$ cat config.mk
export PLATFORM = sky130hd
export DESIGN_NAME = hls_deadlock_reporter_flat
export DESIGN_NICKNAME = d
export VERILOG_FILES = /design/src/rtl/hls_deadlock_reporter_if.sv /design/src/rtl/hls_deadlock_reporter.sv /design/src/flat_wrapper.sv
export SDC_FILE = /design/constraint.sdc
export NUM_CORES = 1
export LEC_CHECK = 0
export BUFFER_PORTS_ARGS = -buffer_cell sky130_fd_sc_hd__buf_2
export CORE_MARGIN = 8
export CORE_UTILIZATION = 28
export CTS_CLUSTER_SIZE = 20
export DETAILED_ROUTE_END_ITERATION = 10
export GPL_TIMING_DRIVEN = 0
export PLACE_DENSITY = 0.47
export SKIP_CTS_REPAIR_TIMING = 1
export SYNTH_ARGS = -nofsm -noshare
export SYNTH_HDL_FRONTEND = slang
export SYNTH_SLANG_ARGS = --single-unit
$ cat constraint.sdc
create_clock -name clock -period 1.8 [get_ports clock]
set_input_delay 0.27 -clock clock [delete_from_list [all_inputs] [get_ports clock]]
set_output_delay 0.27 -clock clock [all_outputs]
set_load 0.005 [all_outputs]
$ cat src/rtl/hls_deadlock_reporter_if.sv
// Report record channel between the deadlock reporter and the sim/debug sink.
// HLS_DEADLOCK_REPORT_REARM_EN widens the record by the 8-bit report counter field.
interface hls_deadlock_reporter_if #(
  parameter int NUM_MON = 4,
  parameter int TS_W    = 32
);
`ifdef HLS_DEADLOCK_REPORT_REARM_EN
  localparam int DATA_W = TS_W + NUM_MON + 6 + 8;
`else
  localparam int DATA_W = TS_W + NUM_MON + 6;
`endif

  logic              report_valid;
  logic              report_ready;
  logic [DATA_W-1:0] report_data;

  modport master (output report_valid, output report_data, input report_ready);
  modport slave  (input report_valid, input report_data, output report_ready);
endinterface

$ cat src/rtl/hls_deadlock_reporter.sv
// Qualifies monitor block flags over a persistence window and emits one snapshot record per deadlock.
// Optional macro HLS_DEADLOCK_REPORT_REARM_EN: re-arm on block release plus a saturating report counter.
module hls_deadlock_reporter #(
  parameter int NUM_MON = 4,
  parameter int THRESH  = 1024,
  parameter int CNT_W   = 16,
  parameter int TS_W    = 32
) (
  input  logic                   clock,
  input  logic                   reset,
  input  logic [NUM_MON-1:0]     mon_block,
  input  logic [1:0]             axis_block_sigs,
  input  logic [3:0]             inst_idle_sigs,
  input  logic                   clear,
  hls_deadlock_reporter_if.master rpt,
`ifdef HLS_DEADLOCK_REPORT_REARM_EN
  output logic [7:0]             rpt_cnt,
`endif
  output logic                   deadlock
);
`ifdef HLS_DEADLOCK_REPORT_REARM_EN
  localparam int REC_W = TS_W + NUM_MON + 6 + 8;
`else
  localparam int REC_W = TS_W + NUM_MON + 6;
`endif
  localparam logic [CNT_W-1:0] THRESH_C    = CNT_W'(THRESH);
  localparam logic [CNT_W-1:0] THRESH_M1_C = CNT_W'(THRESH - 1);

  typedef enum logic [1:0] {IDLE, ARMED, REPORT, LOCKED} state_e;

  state_e             state_q, state_d;
  logic [CNT_W-1:0]   pcnt_q, pcnt_d;
  logic [TS_W-1:0]    ts_q;
  logic               valid_q, valid_d;
  logic [REC_W-1:0]   data_q, data_d;
  logic               dl_q, dl_d;
  logic               any_blk;
  logic               handshake;
  logic               qualify;
  logic [REC_W-1:0]   record;

  assign any_blk   = |mon_block;
  assign handshake = valid_q & rpt.report_ready;
  // pcnt only reaches THRESH-1 in IDLE (THRESH=1) or ARMED, so one compare covers both entry paths
  assign qualify   = any_blk && (pcnt_q == THRESH_M1_C);

`ifdef HLS_DEADLOCK_REPORT_REARM_EN
  logic [7:0] rpt_cnt_q;
  assign record  = {ts_q, mon_block, inst_idle_sigs, axis_block_sigs, rpt_cnt_q};
  assign rpt_cnt = rpt_cnt_q;

  always_ff @(posedge clock) begin
    if (reset) begin
      rpt_cnt_q <= '0;
    end else if (handshake && (rpt_cnt_q != 8'hFF)) begin
      rpt_cnt_q <= rpt_cnt_q + 8'd1;
    end
  end
`else
  assign record = {ts_q, mon_block, inst_idle_sigs, axis_block_sigs};
`endif

  always_comb begin
    state_d = state_q;
    valid_d = valid_q;
    data_d  = data_q;
    dl_d    = dl_q;

    if ((state_q == LOCKED) || !any_blk) begin
      pcnt_d = '0;
    end else if (pcnt_q == THRESH_C) begin
      pcnt_d = pcnt_q;
    end else begin
      pcnt_d = pcnt_q + CNT_W'(1);
    end

    case (state_q)
      IDLE, ARMED: begin
        if (qualify) begin
          state_d = REPORT;
          valid_d = 1'b1;
          data_d  = record;
        end else if (any_blk) begin
          state_d = ARMED;
        end else begin
          state_d = IDLE;
        end
        if (clear) dl_d = 1'b0;
      end
      // clear is deliberately ignored here: a presented record must complete its handshake
      REPORT: begin
        if (handshake) begin
          state_d = LOCKED;
          valid_d = 1'b0;
          dl_d    = 1'b1;
        end
      end
      LOCKED: begin
        if (clear) begin
          state_d = IDLE;
          dl_d    = 1'b0;
        end
`ifdef HLS_DEADLOCK_REPORT_REARM_EN
        else if (!any_blk) begin
          state_d = IDLE;
        end
`endif
      end
      default: state_d = IDLE;
    endcase
  end

  always_ff @(posedge clock) begin
    if (reset) begin
      state_q <= IDLE;
      pcnt_q  <= '0;
      ts_q    <= '0;
      valid_q <= 1'b0;
      data_q  <= '0;
      dl_q    <= 1'b0;
    end else begin
      state_q <= state_d;
      pcnt_q  <= pcnt_d;
      ts_q    <= ts_q + TS_W'(1);
      valid_q <= valid_d;
      data_q  <= data_d;
      dl_q    <= dl_d;
    end
  end

  assign rpt.report_valid = valid_q;
  assign rpt.report_data  = data_q;
  assign deadlock         = dl_q;
endmodule

$ cat src/flat_wrapper.sv
// flat-port wrapper written by rule: the top's interface ports become plain ports
module hls_deadlock_reporter_flat 
#(
  parameter int NUM_MON = 4,
  parameter int THRESH  = 1024,
  parameter int CNT_W   = 16,
  parameter int TS_W    = 32
)
  (clock, reset, mon_block, axis_block_sigs, inst_idle_sigs, clear, deadlock, rpt_report_valid, rpt_report_data, rpt_report_ready);
  hls_deadlock_reporter_if #(.NUM_MON(NUM_MON), .TS_W(TS_W)) rpt_i ();
  input  logic clock;
  input  logic reset;
  input  logic [NUM_MON-1:0] mon_block;
  input  logic [1:0] axis_block_sigs;
  input  logic [3:0] inst_idle_sigs;
  input  logic clear;
  output logic deadlock;
  output wire logic [$bits(rpt_i.report_valid)-1:0] rpt_report_valid;
  output wire logic [$bits(rpt_i.report_data)-1:0] rpt_report_data;
  input wire logic [$bits(rpt_i.report_ready)-1:0] rpt_report_ready;
  assign rpt_report_valid = rpt_i.report_valid;
  assign rpt_report_data = rpt_i.report_data;
  assign rpt_i.report_ready = rpt_report_ready;
  hls_deadlock_reporter #(.NUM_MON(NUM_MON), .THRESH(THRESH), .CNT_W(CNT_W), .TS_W(TS_W)) u_core (.clock(clock), .reset(reset), .mon_block(mon_block), .axis_block_sigs(axis_block_sigs), .inst_idle_sigs(inst_idle_sigs), .clear(clear), .rpt(rpt_i), .deadlock(deadlock));
endmodule
# --- Word level (Yosys, flattened, before mapping) ---
# Cells that the tools add are included.
totals:
  in_bits: 14
  reg_bits: 94
  output_inout_bits: 44
op_classes:
  n_reduce_logical: 13
  n_addsub: 2
  n_bitwise: 1
  n_eq_ne: 9
  mux: 11
op_table:
  columns: ["op", "n"]
  rows:
  - ["32-bit by 1-bit adder with 32-bit output (second input constant)", 1]
  - ["16-bit by 1-bit adder with 16-bit output (second input constant)", 1]
  - ["16-bit by 10-bit equality test with 1-bit output (second input constant)", 1]
  - ["16-bit by 11-bit equality test with 1-bit output (second input constant)", 1]
  - ["2-bit 2-to-1 mux", 3]
  - ["2-bit by 1-bit inequality test with 1-bit output (second input constant)", 3]
  - ["2-bit one-hot mux with 3 select lines", 1]
  - ["2-bit AND reduction", 3]
  - ["1-bit 2-to-1 mux", 5]
  - ["2-bit equality test (second input constant)", 2]
  - ["1-bit one-hot mux with 2 select lines", 2]
  - ["2-bit OR reduction", 2]
  - ["4-bit OR reduction", 1]
  - ["3-bit AND reduction", 1]
  - ["3-bit OR reduction", 1]
  - ["2-bit by 1-bit equality test with 1-bit output (second input constant)", 1]
  - ["2-bit zero test", 1]
  - ["2-bit inequality test (second input constant)", 1]
  - ["2-bit nonzero test", 1]
  - ["1-bit AND", 1]
  - ["1-bit logical AND", 1]
  - ["1-bit zero test", 1]
  - ["1-bit logical OR", 1]

# --- Longest topological paths before layout ---
depth:
  depth_word: 4
  depth_mapped: 7
  ltp_nobuf: 6

# --- Worst setup path before layout ---
# No wires, ideal clock.
synth_path:
  path_type: "register to register"
  startpoint: "register u_core.ts_q[0]"
  endpoint: "register u_core.ts_q[16]"
  path_slack_ns: 0.076
  t_arrival_ns: 1.654
  t_required_ns: 1.730
  path_stages_with_launch: 8
  synth_period_minus_slack_ns: 1.724
  setup_ns: 0.070
  cell_sequence: "dfxtp_1 > ha_1 > and3_1 > buf_2 > nand3_1 > buf_2 > or3_1 > a21oi_1"
synth_via:
  elab_chain_cells: 1
synth_lines:
  columns: ["element", "line", "text"]
  rows:
  - ["from (decl)", "hls_deadlock_reporter.sv:33", "logic [TS_W-1:0] ts_q;"]
  - ["from (signal assigned)", "hls_deadlock_reporter.sv:124", "ts_q <= ts_q + TS_W'(1);"]
  - ["32-bit by 1-bit adder with 32-bit output", "hls_deadlock_reporter.sv:124", null]
# Every way passes these cells.
# A chain may end at the register's enable or synchronous reset.

# --- Worst setup path after layout ---
layout_path:
  startpoint: "register u_core.ts_q[1]"
  endpoint: "register u_core.ts_q[30]"
# Same word-level chain as after synthesis.

==> reports/results.tsv <==
metric	value	unit
tightestPinTransition	522	ps
synth_warnings	0	
holdWs	185	ps
track_usage	11.6	%
rr_worst_depth	6	
fin_setup_tns	0	ps
grt_pass1_vias	3552	
cts_max_level	3	
timing.setup.critical_path_class	flop to flop	
crit_fanout	5	
syn_nets	489	
clock-sinks	94	
synth_edf_count	0	
slew_viol_final	0	
min_period	1740	ps
num_vias	3642	
rsz0062_at_grt	yes	
whs_endpoint	u_core.rpt.report_data[5]$_SDFFE_PP0P_	
fp.dieW	141	µm
fin_nets	566	
synth.cell_area	4400	µm²
synth_flop_cell	dfxtp_1	
arrival	2010	ps
routed_wl	11.5	mm
drt_iter0_markers	191	
seqPwrFrac	52.3	%
syn_area_per_cell	9.33	µm²
dp_worst_setup_slack	-420	ps
gp_congestion	0.787	
grt_pass1_wl	18.6	mm
wl_per_cell	15.0	µm
setup_viol	0	
grt_max_degree	15	
cp_data_required_time	2070	ps
cts.reportedPaths.clkPinSlew	70	ps
power_density	741	nW/µm²
synthToLayoutAreaGrowth	23.8	%
start_util	28.1	%
total_switching_power	0.000916	W
reg2reg_from	u_core.ts_q[1]$_SDFF_PP0_	
dp_hpwl	7.91	mm
clockRootBuffer	clkbuf_16	
hp-start	inst_idle_sigs[3]	
via_per_inst	4.74	
p_int	0.00312	W
min_path_type	input port to flop	
power.leakage	2.04	nW
worst_slack	60.2	ps
fin_skew	6.95	ps
die_y	141	µm
core_area	15700	µm²
drive_above_1_share	25.3	%
dr.pass1.iters	4	
p_clk_share	44.1	%
ys_ff_latch	94	
ant_nets	0	
fmax	575	MHz
status	finished clean	
cts_buffer_depth	2	
cts_buffers	9	
end_kind	flop	
grt_overflow_total	0	
diodes	0	
antenna_found_initial	0	
maxCapViolations	0	
power.share.combinational	3.7	%
num_rows	46	
slew_headroom	64.9	%
numPortBuffers	57	
drt_drc_violations_left	0	
holdPathStages	3	
synth.yosys.seq_area_share	42.7	%
post-route-period-util	96.7	%
ys_types	46	
fp.dieArea	20000	µm²
r2r_slack	60	ps
syn_inst	472	
cts_tree	yes	
async_reset_ff_share	0	%
dp.cells	745	
fin_cells	769	
power	0.00404	W
worstReg2RegEnd	u_core.ts_q[30]$_SDFF_PP0_	
clock_latency	340	ps
swShare	22.7	%
start_kind	flop	
finalHoldViolCount	0	
io_pins	58	
vdd_ir_drop_max	0.000418	V
[layout make-up]
class | count | area (µm²)
sequential | 94 | 1920
inverter | 5 | 18.8
clock buffer | 11 | 243
multi-input combinational | 345 | 2420
tap | 216 | 270
buffer | 29 | 215
clock inverter | 4 | 23.8
fill | 1631 | 10200
timing repair buffer | 65 | 345
[routing by layer]
layer,global-route usage (%),wire [µm],up-vias
li1,-,-,1823
met1,14.4,5340,1744
met2,18.6,5530,62
met3,2.52,415,13
met4,5.99,233,0
met5,0,0,-
[critical path, stage by stage, from the launching register on]
cell,delay [ps]
dfxtp_2,370
ha_2,200
and3_1,180
buf_6,130
nand3_2,130
or4_1,510
a21oi_1,140
[synth_stat cells (7+ instances only)]
library cell	instances	area share [%]
dfxtp_1	94	43
nand2b_1	82	12
mux2i_1	43	9.8
nor2_1	25	2.1
a21oi_1	24	2.7
nand2_1	19	1.6
clkbuf_1	17	1.4
nand3_1	17	1.9
nand4_1	16	2.3
o31ai_1	15	2.6
or4_1	15	2.6
xor2_1	12	2.4
o21ai_0	9	1.0
and3_1	8	1.1
xnor2_1	8	1.6
and4_1	7	1.4
nor4_1	7	0.99
[sequential cells by signal (all words and copies together) (netlist names)]
signal	flops
u_core.rpt.report_data	42
u_core.rpt.report_valid	1
u_core.ts_q	32
u_core.state_q	2
u_core.pcnt_q	16
u_core.deadlock	1
[power by group through the flow]
stage / logic, W / clock network (W) / registers, W
after floorplan: 0.0000939 / 0 / 0.00215
after CTS: 0.000147 / 0.00185 / 0.00211
after detailed placement: 0.000146 / 0 / 0.00216
after global routing: 0.000169 / 0.00193 / 0.00211
after global placement: 0.000143 / 0 / 0.00216
final: 0.000148 / 0.00178 / 0.00211
[worst max-delay path by stage]
stage          cells after the start                         end                       from
2_1_floorplan                      7  u_core.ts_q[16]$_SDFF_PP0_  u_core.ts_q[0]$_SDFF_PP0_
3_3_place_gp                       7  u_core.ts_q[16]$_SDFF_PP0_  u_core.ts_q[0]$_SDFF_PP0_
3_5_place_dp                       7  u_core.ts_q[16]$_SDFF_PP0_  u_core.ts_q[0]$_SDFF_PP0_
4_1_cts                            7  u_core.ts_q[16]$_SDFF_PP0_  u_core.ts_q[0]$_SDFF_PP0_
5_1_grt                            6  u_core.ts_q[22]$_SDFF_PP0_  u_core.ts_q[1]$_SDFF_PP0_
6_report                           6  u_core.ts_q[30]$_SDFF_PP0_  u_core.ts_q[1]$_SDFF_PP0_
[placed cells by master, fill, tap and decap left out, types with 7 or more instances in the layout]
cell type and count:
a21oi_1 22, buf_2 59, o31ai_1 13, nand3_1 14, and3_1 7, nor2_1 25, xnor2_1 8, dfxtp_1 73
clkbuf_16 9, o21ai_0 9, clkbuf_1 14, or4_1 14, mux2i_1 42, buf_4 8, nand4_1 16, xor2_1 12
nand2_1 19, dfxtp_2 18, nand2b_1 82
[cell families (layout without fill, tap and decap cells)]
group           Yosys count  in the layout  share of synthesized area, %
simple gates            223            224                          30.5
fa+ha+maj                 3              3                         0.852
flops                    94             94                          42.7
xor+xnor                 20             20                          3.98
compound gates           55             55                          7.61
mux                      43             43                          9.77
buf+inv                  34            114                          4.60
[metrics by stage]
stage	util, %	instance area (µm²)
floorplan	-	4400
global placement	31.7	4960
detailed placement	31.7	4960
CTS	33.4	5230
global route	34.8	5450
finish	34.8	5450
(Power assumes the default switching activity.)
